$ cat src/rtl/pipeline_nsew_fifo.sv
// pipeline_nsew_fifo: FIFO of N/S/E/W flit groups with valid/ready, lane masks, occupancy and flush.
// First-word-fall-through from registered storage; a group is always pushed and popped whole.
module pipeline_nsew_fifo #(
    parameter int FLIT_W = 10,
    parameter int DEPTH = 3,
    parameter int CNT_W = $clog2(DEPTH + 1)
) (
    input  logic              clk,
    input  logic              rst_n,
    input  logic              flush,
    input  logic              in_valid,
    output logic              in_ready,
    input  logic [3:0]        in_mask,
    input  logic [FLIT_W-1:0] nty,
    input  logic [FLIT_W-1:0] sty,
    input  logic [FLIT_W-1:0] ety,
    input  logic [FLIT_W-1:0] wty,
    output logic              out_valid,
    input  logic              out_ready,
    output logic [3:0]        out_mask,
    output logic [FLIT_W-1:0] nxt,
    output logic [FLIT_W-1:0] sxt,
    output logic [FLIT_W-1:0] ext,
    output logic [FLIT_W-1:0] wxt,
    output logic [CNT_W-1:0]  count
);
    localparam int PW = $clog2(DEPTH);
    localparam int EW = 4 + 4 * FLIT_W;

    logic [EW-1:0] mem [DEPTH];
    logic [PW-1:0] wr_ptr, rd_ptr;
    logic [EW-1:0] wdata, head;
    logic          push, pop;

    function automatic logic [PW-1:0] inc(input logic [PW-1:0] p);
        return (p == PW'(DEPTH - 1)) ? '0 : p + 1'b1;
    endfunction

    assign in_ready  = count < CNT_W'(DEPTH);
    assign out_valid = count != '0;
    assign push      = in_valid & in_ready;
    assign pop       = out_valid & out_ready;
    // Absent lanes are stored as zero so the link never sees stale bus values
    assign wdata = {in_mask,
                    in_mask[3] ? nty : '0,
                    in_mask[2] ? sty : '0,
                    in_mask[1] ? ety : '0,
                    in_mask[0] ? wty : '0};
    assign head = out_valid ? mem[rd_ptr] : '0;
    assign {out_mask, nxt, sxt, ext, wxt} = head;

    always_ff @(posedge clk) begin
        if (!rst_n || flush) begin
            wr_ptr <= '0;
            rd_ptr <= '0;
            count  <= '0;
        end else begin
            if (push) wr_ptr <= inc(wr_ptr);
            if (pop) rd_ptr <= inc(rd_ptr);
            count <= count + CNT_W'(push) - CNT_W'(pop);
        end
    end

    always_ff @(posedge clk) begin
        if (rst_n && !flush && push) mem[wr_ptr] <= wdata;
    end
endmodule

$ cat config.mk
export PLATFORM = sky130hd
export DESIGN_NAME = pipeline_nsew_fifo
export DESIGN_NICKNAME = d
export VERILOG_FILES = /design/src/rtl/pipeline_nsew_fifo.sv
export SDC_FILE = /design/constraint.sdc
export NUM_CORES = 1
export LEC_CHECK = 0
export ABC_AREA = 1
export CAP_MARGIN = 40
export CORE_MARGIN = 8
export CORE_UTILIZATION = 30
export CTS_BUF_LIST = sky130_fd_sc_hd__clkbuf_4 sky130_fd_sc_hd__clkbuf_8
export CTS_CLUSTER_DIAMETER = 50
export DETAILED_ROUTE_END_ITERATION = 10
export MAX_ROUTING_LAYER = met4
export PLACE_DENSITY_LB_ADDON = 0.2
export SYNTH_ARGS = -nofsm -noshare
export SYNTH_HDL_FRONTEND = slang
export SYNTH_SLANG_ARGS = --single-unit
$ cat constraint.sdc
create_clock -name clk -period 3.2 [get_ports clk]
set_clock_uncertainty 0.1 [all_clocks]
set_input_delay 0.64 -clock clk [delete_from_list [all_inputs] [get_ports clk]]
set_output_delay 0.64 -clock clk [all_outputs]
set_load 0.02 [all_outputs]
; ---- After elaboration in Yosys (flattened, before gate mapping)
; Memories as Yosys holds them, arrays and structs flattened. A register that Yosys moved wholly into a read port is not among the register bits.
; Cells that the tools add are included.
; Widths: inputs -> output; s select.
[totals]
regBits = 6
latchBits = 0
mem_bits_rw = 132
rom_bits = 0
output_inout_bits = 48
wordCells = 30
n_memories = 1
[mem_list]
columns = memory, depth, width, rd, rd_ports_with_merged_regs, write_ports, line
row1 = mem, 3, 44, 1, 1, 1, 30  ; logic [EW-1:0] mem [DEPTH];
[op_classes]
n_addsub = 4
mul = 0
div = 0
order_cmp = 1
eq_ne = 2
n_shift = 0
mux = 11
bitwise_logic = 2
n_reduce_logical = 6
[op_table]
columns = op, n
row1 = $mux 44, 1
row2 = $mux 10, 4
row3 = $mux 2, 4
row4 = $add 2x1->2 const B, 2
row5 = $eq 2x2->1 const B, 2
row6 = $add 2x1->2, 1
row7 = $and 1x1->1, 2
row8 = $logic_and 1x1->1, 2
row9 = $logic_not 1->1, 2
row10 = $lt 2x2->1 const B, 1
row11 = $mux 1, 2
row12 = $reduce_bool 2->1, 1
row13 = $sub 2x1->2, 1
row14 = $logic_or 1x1->1, 1

; ---- Logic depth before layout (Yosys ltp)
; Gate-level depths: netlist of run 1.
[depth]
depth_word = 5
depth_mapped = 10
mapped_depth_nobuf = 10

; ---- Least setup slack after synthesis of run 1
; OpenSTA, ideal clock, no wires.
[synth_timing]
path_type = input port to flip-flop
start = in rst_n
end = mem mem[1][0] (netlist bit), enable pin
setup_ns = 0.446
arrival_ns = 2.867
t_required_ns = 2.654
slack_ns = -0.213
path_stages = 4
path_buffers = 0
path_cell_list = inv_1 nor2_2 nand3_1 nor2_1
[synth_between]
elab_chain_len = 4
[synth_lines]
columns = item, line
row1 = "start, declared", 9  ; input logic rst_n,
row2 = $logic_and 1x1->1 (2 in a row), 65  ; if (rst_n && !flush && push) mem[wr_ptr] <= wdata;
row3 = $mux 1, 65
row4 = $mux 1 (not written as such), 65
row5 = "end, declared", 30
; No other way between the ends.

==> impl_results.md, run 1 <==
* Status: finished clean
* Die area at 0.0250 mm2
* RSZ-0062 raised after global routing: false
* Flops & latches, synth at 140
* Initial drt markers at about 210
* PwrDens at 518 mW/mm2
* CTS tree: yes
* Fin. max-slew vios at 0
* Mapped cell area at 0.00605 mm2
* Peak supply drop at 0.267 mV
* Die height at 158 um
* Diodes inserted at 0
* WL/cell at 14.4 um
* Post-synthesis adder-cell area fraction at 0.413%
* DR vias at between 4,000 and 5,000
* Port bufs at 96
* Initial antenna violation count at 0
* DRC at 0
* CP endpoint kind: primary output
* Wire length of the first global-routing pass at 22,600 um
* Layout area overhead at 28.1%
* Gate Count Post-Synth at 603
* Avg Inst Size Synth at roughly 10 um2
* Worst-case clock buffer depth at 2
* R2R depth at 9
* HP Class: reg -> reg
* Slew HR at 62.1%
* Worst setup SP type: flip-flop
* Synth warn at 0
* Clock Latency Late Sink at 0.43 ns
* GRT Residual Overflow at 0
* Hold Path Stages at 2
* Number of fill cells at 2,044
* Leakage at approximately 3.5 nW
* CTS root buf: clkbuf_8
* Reg clk slew, reported paths at around 0.080 ns
* Post-Syn Nets at 654
* Final Hold Viols at 0
* Clk sinks at 140
* Worst-margin pin slew at 0.566 ns
* WS Path Type: reg -> out
* Fin crit share at ~90%
* # IOs at slightly below 100
* Largest family of logic cells by synthesized area: simple AND/OR/NAND/NOR gates
* Vias in the first global route at 4,341
* Proportion of layout cells with a drive suffix above 1 at around 6.3%
* Final #Nets at 752
* CP max FO at 44
* Final Setup Violations at 0
* Die X at ~160 um
* Routed Antenna Nets at 0
* Final min period at 2.95 ns
* Xor/xnor share of the synthesized area at 0%
* Max Cap Viol at 0
* Fmax at between 300 and 400 MHz
* # rows at 52
* Gpl congestion at roughly 0.73
* Worst EP required at 2.46 ns
* DRT Pass-1 Iters at 4
* CTS Buf Count at 17
* Mux share of post-synthesis cell area at 0%
* Worst Path Arrival at 2.21 ns
* Yosys cell types at 19
* Core footprint at 0.0200 mm2
* Seq/Total Area, Yosys at 68.1%
* Compound-Gate Fraction of Synth Area at 0.248%
* Dpl hpwl at 8880 um
* Vias per std cell at 4.23
* Largest net degree at the start of global routing at 46
* Tot Pwr at between 4 and 5 mW
* GRT Total Usage at 12.3%
* Final setup TNS at 0 ns
* Final WL at between 10,000 and 15,000 um
* CTS H-tree depth at 4
* Initial core utilization at a little under a third
* Simple-gate share of the synthesized area at 22.0%
==> routing by layer <==
| layer | part of all wire (%) | GRT usage [%] | vias to the layer above |
|---|---|---|---|
| li1 | - | - | 2089 |
| met2 | 48 | 20.0 | 99 |
| met5 | 0 | - | - |
| met3 | 5.2 | 3.47 | 10 |
| met1 | 46 | 14.8 | 1969 |
| met4 | 0.90 | 3.01 | 0 |
==> placed cells by master, fill, tap and decap left out, drive strengths merged, types with 5 or more instances in the layout <==
cell type / n
nor2: 101
buf: 9
nand3: 48
nand2: 183
bufinv: 5
clkbuf: 18
clkdlybuf4s50: 96
dfxtp: 8
inv: 99
edfxtp: 132
clkinv: 6
==> flip-flops by register name, indices dropped and copies added, names as in the netlist, named ones only <==
register  cells
mem         132
count         2
rd_ptr        2
wr_ptr        2
==> per-stage QoR <==
step | instance area (um2) | setup WS, ns | instances | hold slack (ns) | utilization (%)
2_1_floorplan | 6050 | -0.213 | 603 | 0.361 | -
3_3_place_gp | 7310 | 0.596 | 952 | 0.375 | 36.5
3_5_place_dp | 7310 | 0.539 | 952 | 0.402 | 36.5
4_1_cts | 7750 | 0.110 | 984 | 0.412 | 38.7
5_1_grt | 7750 | 0.0443 | 984 | 0.426 | 38.7
6_report | 7750 | 0.249 | 984 | 0.408 | 38.7
==> cell families (layout without fill, tap and decap cells) <==
kind of cell,Yosys count,count (layout)
simple gates,334,334
flops,140,140
buf+inv,124,235
compound gates,3,3
fa+ha+maj,2,2
==> cell type report <==
class / instances / area, um2 / area share (%)
sequential: 140 / 4130 / 53.2
multi-input combinational: 339 / 1390 / 17.9
timing repair buffer: 105 / 1090 / 14.1
inverter: 98 / 370 / 4.78
tap: 270 / 338 / 4.36
clock buffer: 18 / 241 / 3.11
clock inverter: 14 / 199 / 2.57
==> synthesized netlist by cell type <==
cell / instances / area (um2)
nand2_1: 183 / 687
edfxtp_1: 132 / 3960
nor2_1: 99 / 372
inv_1: 96 / 360
nand3_1: 48 / 240
buf_4: 8 / 60.1
dfxtp_1: 8 / 160
buf_6: 7 / 78.8
buf_2: 6 / 30.0
clkbuf_1: 5 / 18.8
ha_1: 2 / 25.0
o21ai_1: 2 / 10.0
a21oi_1: 1 / 5.00
inv_2: 1 / 3.75
inv_4: 1 / 6.26
nand4_1: 1 / 6.26
nor2_2: 1 / 6.26
nor2_4: 1 / 11.3
nor3b_1: 1 / 7.51
==> worst paths after layout <==
path | startpoint | end | slack [ns]
worst max-delay path | flip-flop | wxt[1] | 0.25
worst min-delay path | wr_ptr[0]$_SDFFE_PP0P_ | wr_ptr[0]$_SDFFE_PP0P_ | 0.41
worst max register to register | count[0]$_SDFF_PP0_ | count[1]$_SDFF_PP0_ | 1.32
worst min register to register | wr_ptr[0]$_SDFFE_PP0P_ | wr_ptr[0]$_SDFFE_PP0P_ | 0.41
==> what timing repair did <==
item                       CTS  global route
setup buffers                0             0
setup endpoints to repair    0             6
hold buffers                 0             0
gates resized for setup      0             1
==> critical path, cell delays in order (launching register included) <==
cell	delay, ns
dfxtp_2	0.40
inv_4	0.40
nand2_1	0.17
nand3_1	0.11
nand2_1	0.05
inv_1	0.05
clkdlybuf4s50_1	0.59
==> report_power, final <==
| group | total, mW | switching (mW) | internal, mW | leakage (nW) |
|---|---|---|---|---|
| registers | 2.04 | 0.0102 | 2.03 | 1.27 |
| clock network | 1.59 | 0.661 | 0.925 | 0.216 |
| logic | 0.394 | 0.220 | 0.174 | 1.97 |
| total | 4.02 | 0.891 | 3.13 | 3.45 |
Note: power is estimated with default switching activity, not from simulation.
==> run 2: changes to the inputs <==
==> constraint.sdc (replaced) <==
create_clock -name clk -period 3.2 [get_ports clk]
set_clock_uncertainty 0.1 [all_clocks]
set_input_delay 0.64 -clock clk [delete_from_list [all_inputs] [get_ports clk]]
set_output_delay 0.64 -clock clk [all_outputs]
set_load 0.05 [all_outputs]
==> run 2 against run 1 <==
Compared with the run above:
- combinational power increased by 40%
- routed wire length decreased by 2.5%
- critical path depth unchanged
- first-iteration DRC count increased by 20%
- count of clock-buffer cells in the layout increased by 2
- final area increased by 3.7%
- sequential power about the same
- critical path type unchanged
- highest routed layer unchanged
==> impl_results.md, run 2 (synthesized netlist as in run 1, its figures left out) <==
* Largest net degree at the start of global routing at 45
* # rows at 52
* DR vias at 4,073
* DP Cell Count at 951
* Port bufs at 96
* Sw Ratio at 25.1%
* Slew HR at 58.3%
* Fmax at roughly 350 MHz
* Worst setup SP type: flip-flop
* Vias in the first global route at 4,194
* CP max FO at 44
* Die area at around 0.025 mm2
* DRT Pass-1 Iters at 5
* Combinational Power Share at 14.7%
* Proportion of layout cells with a drive suffix above 1 at 12.2%
* CTS root buf: clkbuf_8
* Final Hold Viols at 0
* FF/Latch Area at between 0.004 and 0.005 mm2
* Leakage at 3.61 nW
* Biggest register: mem
* CTS Buf Count at 17
* Initial core utilization at between 30 and 40%
* Core footprint at 0.0200 mm2
* Worst-case clock buffer depth at 2
* Clk sinks at 140
* PwrDens at approximately 470 mW/mm2
* Final Util at between 40% and 50%
* GRT Residual Overflow at 0
* CP endpoint kind: primary output
* Gpl congestion at roughly 0.74
* Status: finished clean
* Die height at 158 um
* Wire length of the first global-routing pass at between 20,000 and 25,000 um
* Reg clk slew, reported paths at 0.07 ns
* Dpl hpwl at 8870 um
* Max Cap Viol at 0
* Routed Antenna Nets at 0
* Final setup TNS at 0 ns
* Vias per std cell at 4.14
* CP peak stage delay at around 0.69 ns
* Crit-path cells: inv_4 > nand2_1 > nand3_1 > nand2_1 > inv_1 > buf_12
* CTS H-tree depth at 4
* Final #Nets at between 700 and 800
* Worst EP required at roughly 2.5 ns
* Most common cell after layout, fill and taps aside: nand2_1
* DRC at 0
* # IOs at 97
* CP dominant cell by count: nand2_1
* Hold slack at 0.397 ns
* Fin. max-slew vios at 0
* HP Class: reg -> reg
* Most frequent cells in the layout: nand2_1 (183), edfxtp_1 (132), nor2_1 (97)
* Final min period at between 2 and 3 ns
* Fin crit share at 88.5%
* WS Path Type: reg -> out
* Final Setup Violations at 0
* Net Sw Power at 0.942 mW
* Initial drt markers at 255
* Post-CTS Hold Buffers at 0
* GRT Total Usage at 11.8%
* Post-CTS Setup Bufs at 0
* Layout area overhead at 32.9%
* Peak supply drop at 0.214 mV
* Diodes inserted at 0
* Clock Latency Late Sink at 0.43 ns
* Number of fill cells at just over 2,000
* Slowest cell on crit path: dfxtp_2
* Initial antenna violation count at 0
* Sequential share of power at 54.5%
* Hold Path Stages at 2
* WL/cell at between 10 and 15 um
* Post-cts resize count at 0
* Worst Path Arrival at roughly 2.1 ns
* Worst-margin pin slew at 0.624 ns
* Internal power at 2.81 mW
* R2R depth at 9
* Final WL at 13,800 um
* Post-route insts no fill at just under 1,000
* Die X at between 150 and 200 um
* Clk network pwr share at 30.8%
* RSZ-0062 raised after global routing: false
* Max FFs per register at 132
* Multi-input gate area at 0.00139 mm2
* CTS tree: yes
==> run 2: cell count changes in the layout (fill, tap and decap cells not counted), sizes merged <==
cell	delta
clkdlybuf4s50	-44
clkbuf	+2
bufinv	-5
inv	-1
clkinvlp	-1
buf	+43
clkinv	+5
==> run 2: per-layer routing <==
metal  up-vias  global-route usage (%)  share of wire, %
met5         -                       -                 0
met4         0                    4.54              0.90
met3        10                    3.17               6.1
met2       112                    18.5                47
met1      1867                    14.3                46
li1       2084                       -                 -
==> run 2: final cells by class <==
class                      count  area share (%)
inverter                      98            4.60
multi-input combinational    339            17.2
clock buffer                  20            3.19
timing repair buffer         104            18.8
sequential                   140            51.3
clock inverter                12           0.700
tap                          270            4.20
==> run 2: stage by stage <==
stage,power [mW],setup slack (ns),cell area (um2)
2_1_floorplan,2.37,-0.424,6050
3_3_place_gp,2.64,0.676,7730
3_5_place_dp,2.64,0.639,7730
4_1_cts,3.80,0.287,8040
5_1_grt,3.91,0.147,8040
6_report,3.75,0.368,8040
==> run 2: power by group through the flow <==
stage               Clock (mW)  Sequential [mW]  Combinational [mW]
floorplan                    0             2.08               0.289
global placement             0             2.08               0.557
detailed placement           0             2.08               0.561
CTS                       1.20             2.04               0.563
global route              1.27             2.04               0.597
finish                    1.15             2.04               0.551
==> run 2: worst paths after layout <==
check	endpoint	from	slack (ns)
min	wr_ptr[0]$_SDFFE_PP0P_	wr_ptr[0]$_SDFFE_PP0P_	0.40
max reg2reg	count[1]$_SDFF_PP0_	count[0]$_SDFF_PP0_	1.40
min reg2reg	wr_ptr[0]$_SDFFE_PP0P_	wr_ptr[0]$_SDFFE_PP0P_	0.40
max	sxt[4]	flip-flop	0.37
==> run 2: worst max-delay path: cells and delay by family (launching register included) <==
kind	cells	cell delay (ns)
buffers and inverters	3	0.60
DFF	1	0.69
and+or+nand+nor	3	0.36
==> run 3: changes to the inputs <==
--- a/config.mk
+++ b/config.mk
@@ -8,7 +8,7 @@
 export ABC_AREA = 1
 export CAP_MARGIN = 40
 export CORE_MARGIN = 8
-export CORE_UTILIZATION = 30
+export CORE_UTILIZATION = 35
 export CTS_BUF_LIST = sky130_fd_sc_hd__clkbuf_4 sky130_fd_sc_hd__clkbuf_8
 export CTS_CLUSTER_DIAMETER = 50
 export DETAILED_ROUTE_END_ITERATION = 10
==> constraint.sdc (replaced) <==
create_clock -name clk -period 2.6 [get_ports clk]
set_clock_uncertainty 0.1 [all_clocks]
set_input_delay 0.39 -clock clk [delete_from_list [all_inputs] [get_ports clk]]
set_output_delay 0.39 -clock clk [all_outputs]
set_load 0.05 [all_outputs]
==> run 3 against run 2 <==
Compared with the run above:
- routed wire length shrank 7.1%
- first-iteration DRC count is 27% lower
- combinational power increased by 23%
- largest cell class unchanged
==> impl_results.md, run 3 (synthesized netlist as in run 1, its figures left out) <==
* Biggest register: mem
* # IOs at 97
* Final Setup Violations at 0
* Die X at 147 um
* Crit Reg-Reg Startpoint: count[0]$_SDFF_PP0_
* Largest net degree at the start of global routing at 59
* GRT Residual Overflow at 0
* Reg clk slew, reported paths at 0.07 ns
* DRC at 0
* Number of fill cells at between 1,500 and 2,000
* Internal power at approximately 3.9 mW
* Clk network pwr share at 36.7%
* Worst-margin pin slew at 0.570 ns
* CP peak stage delay at 0.84 ns
* CTS root buf: clkbuf_8
* Net Sw Power at 1.17 mW
* Fin. max-slew vios at 0
* R2R depth at 9
* Layout area overhead at 34.3%
* CTS Buf Count at 17
* Initial core utilization at 35.4%
* Post-cts resize count at 0
* Proportion of layout cells with a drive suffix above 1 at between 10% and 20%
* Fin crit share at around nine tenths
* Slew HR at 61.9%
* CP max FO at 5
* RSZ-0062 raised after global routing: false
* Peak supply drop at 0.309 mV
* WS Path Type: reg -> out
* CTS tree: yes
* Initial antenna violation count at 0
* Hold slack at 0.394 ns
* Core footprint at 0.0171 mm2
* GRT Total Usage at about an eighth
* Routed Antenna Nets at 0
* Fmax at 436 MHz
* CP endpoint kind: primary output
* DRT Pass-1 Iters at 4
* Most common cell after layout, fill and taps aside: nand2_1
* Leakage at 3.67 nW
* Hold Crit Start: wr_ptr[0]$_SDFFE_PP0P_
* HP Class: reg -> reg
* Sink of the worst hold path: wr_ptr[0]$_SDFFE_PP0P_
* Diodes inserted at 0
* Die area at about 0.022 mm2
* Sw Ratio at 23.3%
* Max Cap Viol at 0
* Clock Latency Late Sink at 0.43 ns
* Worst-case clock buffer depth at 2
* Hold Path Stages at 2
* Worst Path Arrival at approximately 1.8 ns
* Final Util at 47.5%
* Final #Nets at 753
* PnR worst setup slack at approximately 0.3 ns
* R2R Setup Slk at 0.83 ns
* Sequential share of power at 49.8%
* Most frequent cells in the layout: nand2_1 (183), edfxtp_1 (132), nor2_1 (97)
* Vias in the first global route at 4,240
* Vias per std cell at 4.39
* Worst EP required at ~2.1 ns
* Final Hold Viols at 0
* WL/cell at 13.7 um
* R2r endpoint: count[1]$_SDFF_PP0_
* Die height at 147 um
* Dpl hpwl at about 8300 um
* Final setup TNS at 0 ns
* Post-CTS Setup Bufs at 0
* PwrDens at 620 mW/mm2
* Port bufs at between 90 and 100
* Worst setup SP type: flip-flop
* Place WS at 0.315 ns
* DR vias at 4,131
* Wire length of the first global-routing pass at 20,900 um
* Slowest cell on crit path: clkdlybuf4s50_1
* Final min period at 2.30 ns
* Initial drt markers at 185
* Combinational Power Share at 13.4%
* Gpl congestion at 0.736
* Clk sinks at 140
* Final WL at about 13,000 um
* CTS H-tree depth at 4
* # rows at 48
* Post-CTS Hold Buffers at 0
* Status: finished clean
* Crit-path cells: nand2_1 > clkdlybuf4s50_1
* Max FFs per register at 132
==> run 3: cell types whose count changed in the layout (fill, tap and decap cells not counted) <==
cell and delta:
bufinv_16 +4, clkinv_1 -4, clkinv_2 -3, buf_4 +2
clkinvlp_4 +2, buf_12 +1, clkdlybuf4s50_1 -1, inv_6 +1
==> run 3: layer usage <==
metal / wire length [um] / vias to the layer above / track usage (%)
met1: 5870 / 1940 / 14.4
met2: 6260 / 89 / 20.6
met5: 0 / - / -
li1: - / 2089 / -
met4: 157 / 0 / 5.00
met3: 552 / 13 / 3.76
==> run 3: worst max-delay path by stage <==
| stage | startpoint | to | cells after the start |
|---|---|---|---|
| floorplan | count[1]$_SDFF_PP0_ | mem[2][0]$_DFFE_PP_ | 3 |
| global placement | rst_n | mem[2][28]$_DFFE_PP_ | 6 |
| detailed placement | rst_n | mem[2][15]$_DFFE_PP_ | 6 |
| CTS | count[1]$_SDFF_PP0_ | in_ready | 2 |
| global route | count[1]$_SDFF_PP0_ | in_ready | 2 |
| finish | count[1]$_SDFF_PP0_ | in_ready | 2 |
==> run 3: critical path, delay by kind of cell (launching register included) <==
family / cells / cell delay [ns]
buf+inv: 1 / 0.84
flops: 1 / 0.37
simple gates: 1 / 0.16
==> run 3: area by class of cell <==
class,count,area [um2],share of cell area [%]
tap,225,282,3.46
multi-input combinational,339,1390,17.0
timing repair buffer,106,1540,18.9
clock inverter,12,170,2.09
sequential,140,4130,50.8
inverter,98,370,4.56
clock buffer,20,256,3.16
==> run 3: metrics by stage <==
stage / instances / instance area, um2 / power [mW]
5_1_grt: 940 / 8130 / 5.25
6_report: 940 / 8130 / 5.04
3_3_place_gp: 908 / 7700 / 3.24
3_5_place_dp: 908 / 7700 / 3.25
4_1_cts: 940 / 8130 / 5.12
2_1_floorplan: 603 / 6060 / 2.92
==> run 3: power groups by stage <==
stage,logic (mW),clock network (mW),registers (mW)
floorplan,0.356,0,2.56
global placement,0.682,0,2.56
detailed placement,0.689,0,2.56
CTS,0.691,1.92,2.51
global route,0.733,2.01,2.51
finish,0.677,1.85,2.51
